**src/rtl/channel_init_controller.sv**
```systemverilog
// TX-side Aurora channel initialisation sequencer. Brings the channel up
// through lane init, channel bonding and verification, holds it ready for
// data_controller, and inserts periodic clock-compensation bursts once ready.

package channel_init_pkg;
    typedef enum logic [2:0] {
        OS_NONE         = 3'd0,
        OS_IDLE         = 3'd1,
        OS_CHANNEL_BOND = 3'd2,
        OS_VERIFY       = 3'd3,
        OS_CLOCK_COMP   = 3'd4
    } ordered_sets_e;
endpackage

module channel_init_controller
    import channel_init_pkg::*;
#(
    parameter int MAX_LINKS        = 4,
    parameter int MAX_LINKS_SIZE   = 3,
    parameter int RESET_CYCLES     = 8,
    parameter int LANE_INIT_CYCLES = 64,
    parameter int BOND_TIMEOUT     = 1024,
    parameter int VERIFY_COUNT     = 64,
    parameter int VERIFY_TIMEOUT   = 4096,
    parameter int CC_PERIOD        = 5000,
    parameter int CC_LEN           = 6
) (
    input  logic                      clk,
    input  logic                      rst,
    input  logic                      single_lane,
    input  logic [MAX_LINKS_SIZE-1:0] lane_select,
    input  logic [MAX_LINKS-1:0]      rx_lane_up,
    input  logic                      rx_bonded,
    input  logic                      rx_verify,
    output ordered_sets_e             ordered_sets,
    output logic                      channel_init_finished,
    output logic                      cc_active,
    output logic [2:0]                init_state
);

    localparam logic [2:0] S_RESET     = 3'd0;
    localparam logic [2:0] S_LANE_INIT = 3'd1;
    localparam logic [2:0] S_BOND      = 3'd2;
    localparam logic [2:0] S_VERIFY    = 3'd3;
    localparam logic [2:0] S_READY     = 3'd4;

    // One shared state-cycle counter, sized for the longest dwell/timeout.
    localparam int M1      = (RESET_CYCLES > LANE_INIT_CYCLES) ? RESET_CYCLES : LANE_INIT_CYCLES;
    localparam int M2      = (BOND_TIMEOUT > VERIFY_TIMEOUT) ? BOND_TIMEOUT : VERIFY_TIMEOUT;
    localparam int CNT_MAX = (M1 > M2) ? M1 : M2;
    localparam int CW      = $clog2(CNT_MAX + 1);
    localparam int VW      = $clog2(VERIFY_COUNT + 1);
    localparam int CCW     = $clog2(CC_PERIOD + 1);
    localparam int BW      = $clog2(CC_LEN + 1);

    localparam logic [CW-1:0]  RESET_LAST = CW'(RESET_CYCLES - 1);
    localparam logic [CW-1:0]  LANE_LAST  = CW'(LANE_INIT_CYCLES - 1);
    localparam logic [CW-1:0]  BOND_LAST  = CW'(BOND_TIMEOUT - 1);
    localparam logic [CW-1:0]  VTO_LAST   = CW'(VERIFY_TIMEOUT - 1);
    localparam logic [VW-1:0]  VERIFY_MAX = VW'(VERIFY_COUNT);
    localparam logic [VW-1:0]  VERIFY_LST = VW'(VERIFY_COUNT - 1);
    localparam logic [CCW-1:0] CC_LAST    = CCW'(CC_PERIOD - 1);
    localparam logic [BW-1:0]  BURST_INIT = BW'(CC_LEN - 1);

    logic [2:0]                state_q, state_d;
    logic [CW-1:0]             cnt_q, cnt_d;
    logic [VW-1:0]             vcnt_q, vcnt_d;
    logic [CCW-1:0]            cc_cnt_q, cc_cnt_d;
    logic [BW-1:0]             burst_q, burst_d;
    logic                      single_lane_q;
    logic [MAX_LINKS_SIZE-1:0] lane_select_q;
    ordered_sets_e             ordered_sets_q, ordered_sets_d;
    logic                      finished_q, finished_d;
    logic                      cc_active_q, cc_active_d;

    logic [MAX_LINKS-1:0]      lane_hit;
    logic                      lanes_ok;
    logic                      cfg_changed;
    logic                      entering;
    logic                      stay_ready;

    // An out-of-range lane_select never matches any lane, so lanes_ok is 0.
    generate
        for (genvar gi = 0; gi < MAX_LINKS; gi++) begin : g_lane_sel
            assign lane_hit[gi] = rx_lane_up[gi] && (lane_select == MAX_LINKS_SIZE'(gi));
        end
    endgenerate

    assign lanes_ok    = single_lane ? (|lane_hit) : (&rx_lane_up);
    assign cfg_changed = (single_lane != single_lane_q) || (lane_select != lane_select_q);

    // Next-state selection; a lane drop or config change overrides everything.
    always_comb begin
        state_d = state_q;
        case (state_q)
            S_RESET:     if (cnt_q == RESET_LAST) state_d = S_LANE_INIT;
            S_LANE_INIT: if (lanes_ok && cnt_q == LANE_LAST)
                             state_d = single_lane ? S_VERIFY : S_BOND;
            S_BOND:      if (rx_bonded) state_d = S_VERIFY;
                         else if (cnt_q == BOND_LAST) state_d = S_LANE_INIT;
            S_VERIFY:    if (rx_verify && vcnt_q == VERIFY_LST) state_d = S_READY;
                         else if (cnt_q == VTO_LAST) state_d = S_LANE_INIT;
            S_READY:     state_d = S_READY;
            default:     state_d = S_RESET;
        endcase
        if ((state_q == S_BOND || state_q == S_VERIFY || state_q == S_READY) &&
            (!lanes_ok || cfg_changed)) begin
            state_d = S_LANE_INIT;
        end
    end

    assign entering   = (state_d != state_q);
    assign stay_ready = (state_q == S_READY) && (state_d == S_READY);

    // Counters and CC burst tracking; all cleared whenever the state changes.
    always_comb begin
        cnt_d       = cnt_q;
        vcnt_d      = vcnt_q;
        cc_cnt_d    = '0;
        burst_d     = '0;
        cc_active_d = 1'b0;
        if (entering) begin
            cnt_d  = '0;
            vcnt_d = '0;
        end else begin
            case (state_q)
                S_LANE_INIT: cnt_d = lanes_ok ? cnt_q + CW'(1) : '0;
                S_READY:     cnt_d = cnt_q;
                default:     cnt_d = cnt_q + CW'(1);
            endcase
            if (state_q == S_VERIFY && rx_verify && vcnt_q != VERIFY_MAX)
                vcnt_d = vcnt_q + VW'(1);
        end
        if (stay_ready) begin
            cc_cnt_d = (cc_cnt_q == CC_LAST) ? '0 : cc_cnt_q + CCW'(1);
            if (cc_cnt_q == CC_LAST) begin
                cc_active_d = 1'b1;
                burst_d     = BURST_INIT;
            end else if (cc_active_q && burst_q != '0) begin
                cc_active_d = 1'b1;
                burst_d     = burst_q - BW'(1);
            end
        end
    end

    // Output values for the upcoming cycle, derived from the next state.
    always_comb begin
        ordered_sets_d = OS_IDLE;
        case (state_d)
            S_BOND:   ordered_sets_d = (cnt_d[1:0] == 2'd0) ? OS_CHANNEL_BOND : OS_IDLE;
            S_VERIFY: ordered_sets_d = OS_VERIFY;
            S_READY:  ordered_sets_d = cc_active_d ? OS_CLOCK_COMP : OS_NONE;
            default:  ordered_sets_d = OS_IDLE;
        endcase
        finished_d = (state_d == S_READY);
    end

    // State, counters, config snapshot and registered outputs.
    always_ff @(posedge clk or posedge rst) begin
        if (rst) begin
            state_q        <= S_RESET;
            cnt_q          <= '0;
            vcnt_q         <= '0;
            cc_cnt_q       <= '0;
            burst_q        <= '0;
            single_lane_q  <= 1'b0;
            lane_select_q  <= '0;
            ordered_sets_q <= OS_IDLE;
            finished_q     <= 1'b0;
            cc_active_q    <= 1'b0;
        end else begin
            state_q        <= state_d;
            cnt_q          <= cnt_d;
            vcnt_q         <= vcnt_d;
            cc_cnt_q       <= cc_cnt_d;
            burst_q        <= burst_d;
            single_lane_q  <= single_lane;
            lane_select_q  <= lane_select;
            ordered_sets_q <= ordered_sets_d;
            finished_q     <= finished_d;
            cc_active_q    <= cc_active_d;
        end
    end

    assign ordered_sets          = ordered_sets_q;
    assign channel_init_finished = finished_q;
    assign cc_active             = cc_active_q;
    assign init_state            = state_q;

endmodule

```
**config.mk**
```make
export PLATFORM = sky130hd
export DESIGN_NAME = channel_init_controller
export DESIGN_NICKNAME = d
export VERILOG_FILES = /design/src/rtl/channel_init_controller.sv
export SDC_FILE = /design/constraint.sdc
export NUM_CORES = 1
export LEC_CHECK = 0
export CORE_AREA = 2 2 79 81
export CTS_CLUSTER_SIZE = 16
export DETAILED_ROUTE_END_ITERATION = 8
export DIE_AREA = 0 0 81 83
export SYNTH_ARGS = -nofsm -noshare
export SYNTH_HDL_FRONTEND = slang
export SYNTH_SLANG_ARGS = --single-unit
export TNS_END_PERCENT = 20
```
**constraint.sdc**
```tcl
create_clock -name clk -period 3.7 [get_ports clk]
set_input_delay 0.37 -clock clk [delete_from_list [all_inputs] [get_ports clk]]
set_output_delay 0.37 -clock clk [all_outputs]
set_load 0.03 [all_outputs]
```
== After elaboration in Yosys (flattened, before gate mapping) ==
Index checks and enable logic that the tools add are counted.
Storage, ports and cells
  logic and storage cells: 85
  output and inout port bits: 8
  input port bits: 12
  flip-flop bits (word level): 48
Cells by class
  reduce and logical (&&, ||, !) cells: 23
  add/subtract/negate cells: 4
  equal/unequal tests: 21
  multiplexer cells: 26
Operators by type and width (count)
  13-bit 2-to-1 mux: 4
  3-bit 2-to-1 mux: 11
  13-bit by 1-bit adder with 13-bit output, second input constant: 2
  13-bit case mux with 2 select lines: 1
  3-bit by 2-bit equality test with 1-bit output, second input constant: 6
  3-bit case mux with 5 select lines: 1
  7-bit 2-to-1 mux: 2
  13-bit by 10-bit equality test with 1-bit output, second input constant: 1
  13-bit by 12-bit equality test with 1-bit output, second input constant: 1
  13-bit equality test, second input constant: 1
  13-bit by 3-bit equality test with 1-bit output, second input constant: 1
  13-bit by 6-bit equality test with 1-bit output, second input constant: 1
  1-bit logical AND: 11
  3-bit case mux with 3 select lines: 1
  7-bit by 1-bit adder with 7-bit output, second input constant: 1
  7-bit by 6-bit equality test with 1-bit output, second input constant: 1
  7-bit inequality test, second input constant: 1
  3-bit by 1-bit equality test with 1-bit output, second input constant: 2
  3-bit equality test, second input constant: 2
  3-bit zero test: 2
  3-bit inequality test: 2
  1-bit 2-to-1 mux: 5
  1-bit logical OR: 4
  4-bit AND reduction: 1
  9 further kinds: 9

== Longest topological paths before layout ==
  depth in word-level cells: 13
  gate-level depth with buffers: 9
  gate-level depth less buffers: 8

== Least setup slack after synthesis ==
No wires, ideal clock.
  kind: flip-flop to flip-flop
  start: register state_q[0] (netlist: init_state[0])
  end: register ordered_sets_q[1] (netlist: ordered_sets[1])
  data required time: 3581 ps
  buffers on the path: 1
  arrival: 2931 ps
  cell stages (with the launch flop): 9
  period minus slack after synthesis: 3050 ps
  setup time: 119 ps
  setup slack: 650 ps
  cell sequence: dfrtp_1 clkbuf_1 nand3b_1 or4_1 a211oi_4 mux2i_1 o2111ai_4 or4_1 o21a_1
On the way
  word-level cells in the longest chain between the ends: 10
  elaborated cells between the ends (all ways): 25
  classes of those cells: 8 x eq/ne; 12 x mux; 5 x reduce/logical
RTL lines
  from (decl): line 65  | logic [2:0] state_q, state_d;
  from (signal assigned): line 172  | state_q <= state_d;
  branches (longest 4 deep; another with 3-bit case mux with 5 select lines)
  3-bit 2-to-1 mux (*): line 106  | if ((state_q == S_BOND || state_q == S_VERIFY || state_q == S_READY) &&
  net state_d[2]: line 65
  3-bit inequality test: line 112  | assign entering = (state_d != state_q);
  13-bit 2-to-1 mux: line 122  | if (entering) begin
  2-bit zero test: line 150  | S_BOND: ordered_sets_d = (cnt_d[1:0] == 2'd0) ? OS_CHANNEL_BOND : OS_IDLE;
  2-bit 2-to-1 mux: line 150
  3-bit case mux with 3 select lines (*): line 149  | case (state_d)
  net ordered_sets_d[1]: line 72  | ordered_sets_e ordered_sets_q, ordered_sets_d;
  to (signal assigned): line 179  | ordered_sets_q <= ordered_sets_d;
  to (decl): line 72
Mark *: on every way through the listed nets, which the timed path passes.
A chain may end at the register's enable or synchronous reset.

== Worst setup path in the final report ==
  start: register vcnt_q[0]
  end: register ordered_sets_q[1] (netlist: ordered_sets[1])
On the way
  word-level cells in the longest chain between the ends: 10
  elaborated cells between the ends (all ways): 13
  classes of those cells: 5 x eq/ne; 6 x mux; 2 x reduce/logical
RTL lines
  from (decl): line 67  | logic [VW-1:0] vcnt_q, vcnt_d;
  from (signal assigned): line 174  | vcnt_q <= vcnt_d;
  7-bit by 6-bit equality test with 1-bit output (*): line 101  | S_VERIFY: if (rx_verify && vcnt_q == VERIFY_LST) state_d = S_READY;
  1-bit logical AND (*): line 101
  3-bit 2-to-1 mux (*): line 101
  3-bit case mux with 5 select lines (*): line 95  | case (state_q)
  3-bit 2-to-1 mux (*): line 106
  net state_d[2]: line 65
  3-bit inequality test: line 112
  13-bit 2-to-1 mux: line 122
  2-bit zero test: line 150
  2-bit 2-to-1 mux: line 150
  3-bit case mux with 3 select lines (*): line 149
  net ordered_sets_d[1]: line 72
The timed path passes the listed nets; every way through them passes the cells marked *.

==> out/summary.txt <==
Synth cell types = 44
GRT overflow = 0
Required time worst endpoint = 3.91 ns
Starting density of the core = 44.00%
Synth area leader = dfrtp_1
Antenna violations before repair = 0
Synth warn = 0
Post-synthesis mux area share = 2.103%
Critical path's slowest cell = or4_1
Clock slew at reported path FFs = 0.10 ns
Mapped Area = 2559 um^2
DR pass1 iterations = 4
Syn Area/Cell = 9.547 um^2
Min-delay worst type = reg -> reg
Crit path max fanout = 5
Total negative slack = 0 ns
Primary FF master, synth = dfrtp_1
Routed wire length per instance = 14.49 um
Final period util = 82.58%
Detailed-route DRC error count = 0
Post-synthesis sequential area ratio = 46.99%
WL final = 5289 um
Cell count after synthesis = 268
Layout area overhead = 15.94%
Vias in the first global route = 2,010
Root buffer selected by CTS = clkbuf_8
Fin. max-slew vios = 0
CP bufs+invs = 0
Global-route usage over all layers = 17.78%
IO Count = 20
Detail Placement HPWL = 3750 um
# setup viols final = 0
First-pass GRT wire length = 9535 um
CTS tree = built
Worst EP arrival = 3.26 ns
H-tree Lvls = 2
Syn_nets = 286
Diode count = 0
DR vias/cell = 5.433
Critical path cell sequence = ha_1, nand4_1, or4_1, a211oi_4, mux2i_1, o2111ai_4, or4_1, o21a_1
Nets@finish = 307
Largest net degree at the start of global routing = 49
Top-count cell post-synth = dfrtp_1
Layout Cells excl Fill = 365
Hold_buf cts = 0
Total core area = 5816 um^2
Die H = 83 um
Synth cell count leaders = dfrtp_1, nor2_1, nand2_1
Clock skew = 0.01092 ns
Seq cells post-synth = 48
FP Rows = 28
CTS max path bufs = 2
Async SR Flop Fraction = 100.0%
F_max = 0.3273 GHz
Clock Latency Late Sink = 0.31 ns
Synth Area in Adders = 2.934%
Placed insts = 357
Hold Vio Cnt, Final = 0
Post-synth top area share = 45.97%
Status = finished, final reports clean
Post-synth EDFFs = 0
Horiz. Die Dim = 81 um
Leak pwr = 1.225 nW
Unrepaired setup endpoints after global routing = no
Power Density = 507.2 nW/um^2
Largest cells by area after synthesis = dfrtp_1, nor2_1, xnor2_1
Worst slew margin = 34.10%
Simple-gate area share of the yosys netlist = 24.99%
Final antenna-violating net count = 0
Final GP Congestion = 0.7530
Period minus WS final = 3.055 ns
Post-CTS setup buffer count = 0
Slew @ Worst Pin = 0.9870 ns
Critical Path Source Type = flip-flop
CP top delay family = simple AND/OR/NAND/NOR gates
Kind of end point of the critical path = flip-flop
Post-synthesis xor/xnor area fraction = 7.873%
Die ar. = 6723 um^2
Port Buf Inserts = 19
Worst path max stage delay = 0.58 ns
Share of post-route cells with drive strength above 1 = 6.897%
VDD IR max = 0.0002501 V
DR vias = 1,983
Clock sinks = 48
Total CTS buffers = 5
Initial drt markers = 124
PostCTS Resize Cnt = 0
Category of the most critical setup path = reg -> reg
Max_cap viols = 0
Synth Area in Compound Gates = 12.22%
Combinational family with the most area after synthesis = simple AND/OR/NAND/NOR gates
Crit path top cell by count = or4_1
-- cell usage in the layout (no fill, tap or decap), types with 3 or more instances in the layout --
| cell type | n |
|---|---|
| xor2_1 | 9 |
| or3_1 | 6 |
| ha_1 | 6 |
| nand2b_1 | 3 |
| nand3_1 | 13 |
| nor2b_1 | 4 |
| clkbuf_8 | 5 |
| a31oi_1 | 5 |
| o31ai_1 | 4 |
| nor2_1 | 39 |
| and3_1 | 6 |
| clkdlybuf4s50_1 | 19 |
| nand2_1 | 19 |
| nand4_1 | 9 |
| o21ai_0 | 8 |
| dfrtp_1 | 47 |
| inv_1 | 11 |
| nor3_1 | 8 |
| xnor2_1 | 14 |
| a21oi_1 | 17 |
-- power breakdown --
part,switching [mW],total (mW),leakage (nW),internal (mW)
Clock,0.189,0.461,0.0687,0.272
Combinational,0.278,0.443,0.505,0.166
Sequential,0.0446,0.600,0.652,0.556
-- metal layers --
| metal | wire, um | global-route usage (%) | vias up |
|---|---|---|---|
| met3 | 166 | 3.913 | 6 |
| met1 | 2527 | 24.09 | 965 |
| met2 | 2527 | 28.55 | 21 |
| met5 | 0 | 0 | - |
| li1 | - | - | 991 |
| met4 | 67 | 4.777 | 0 |
-- final cells by class --
type,instances,area (um^2)
multi-input combinational,201,1282
tap,75,93.84
fill,573,2849
sequential,48,1202
clock buffer,5,68.82
inverter,12,45.04
timing repair buffer,21,205.2
clock inverter,3,68.82
-- cell families (layout without fill, tap and decap cells) --
family                     after synthesis  count (layout)
buffers and inverters                   19              41
AOI/OAI and AO/OA                       45              45
and+or+nand+nor                        123             123
DFF                                     48              48
muxes                                    4               4
xor gates and xnor gates                23              23
adders and majority gates                6               6
-- flip-flops by register name, summed over array words and instances, names as in the netlist --
signal and cells:
lane_select_q 3, cnt_q 13, single_lane_q 1, cc_cnt_q 13, vcnt_q 7, init_state 3
channel_init_finished 1, ordered_sets 3, cc_active 1, burst_q 3
-- metrics by stage --
| stage | area, um^2 | total power, mW | utilization (%) | hold slack (ns) | worst slack, ns |
|---|---|---|---|---|---|
| detailed placement | 2829 | 1.062 | 48.64 | 0.4638 | 0.3755 |
| CTS | 2967 | 1.527 | 51.01 | 0.4776 | 0.6113 |
| global placement | 2829 | 1.059 | 48.64 | 0.4613 | 0.4559 |
| global route | 2967 | 1.607 | 51.01 | 0.4997 | 0.4224 |
| finish | 2967 | 1.505 | 51.01 | 0.4779 | 0.6446 |
| floorplan | 2559 | 0.9139 | - | 0.4014 | 0.6504 |
-- path summary, 6_finish.rpt --
check	from	to	slack (ns)	depth (start not counted)
max reg2reg	vcnt_q[0]	ordered_sets[1]	0.64	8
min	cc_cnt_q[0]	cc_cnt_q[0]	0.48	1
max in group asynchronous	rst	cnt_q[9]	2.49	2
max	vcnt_q[0]	ordered_sets[1]	0.64	8
min in group asynchronous	rst	vcnt_q[3]	0.60	2
min reg2reg	cc_cnt_q[0]	cc_cnt_q[0]	0.48	1
Power figures use the tool's default switching activity.
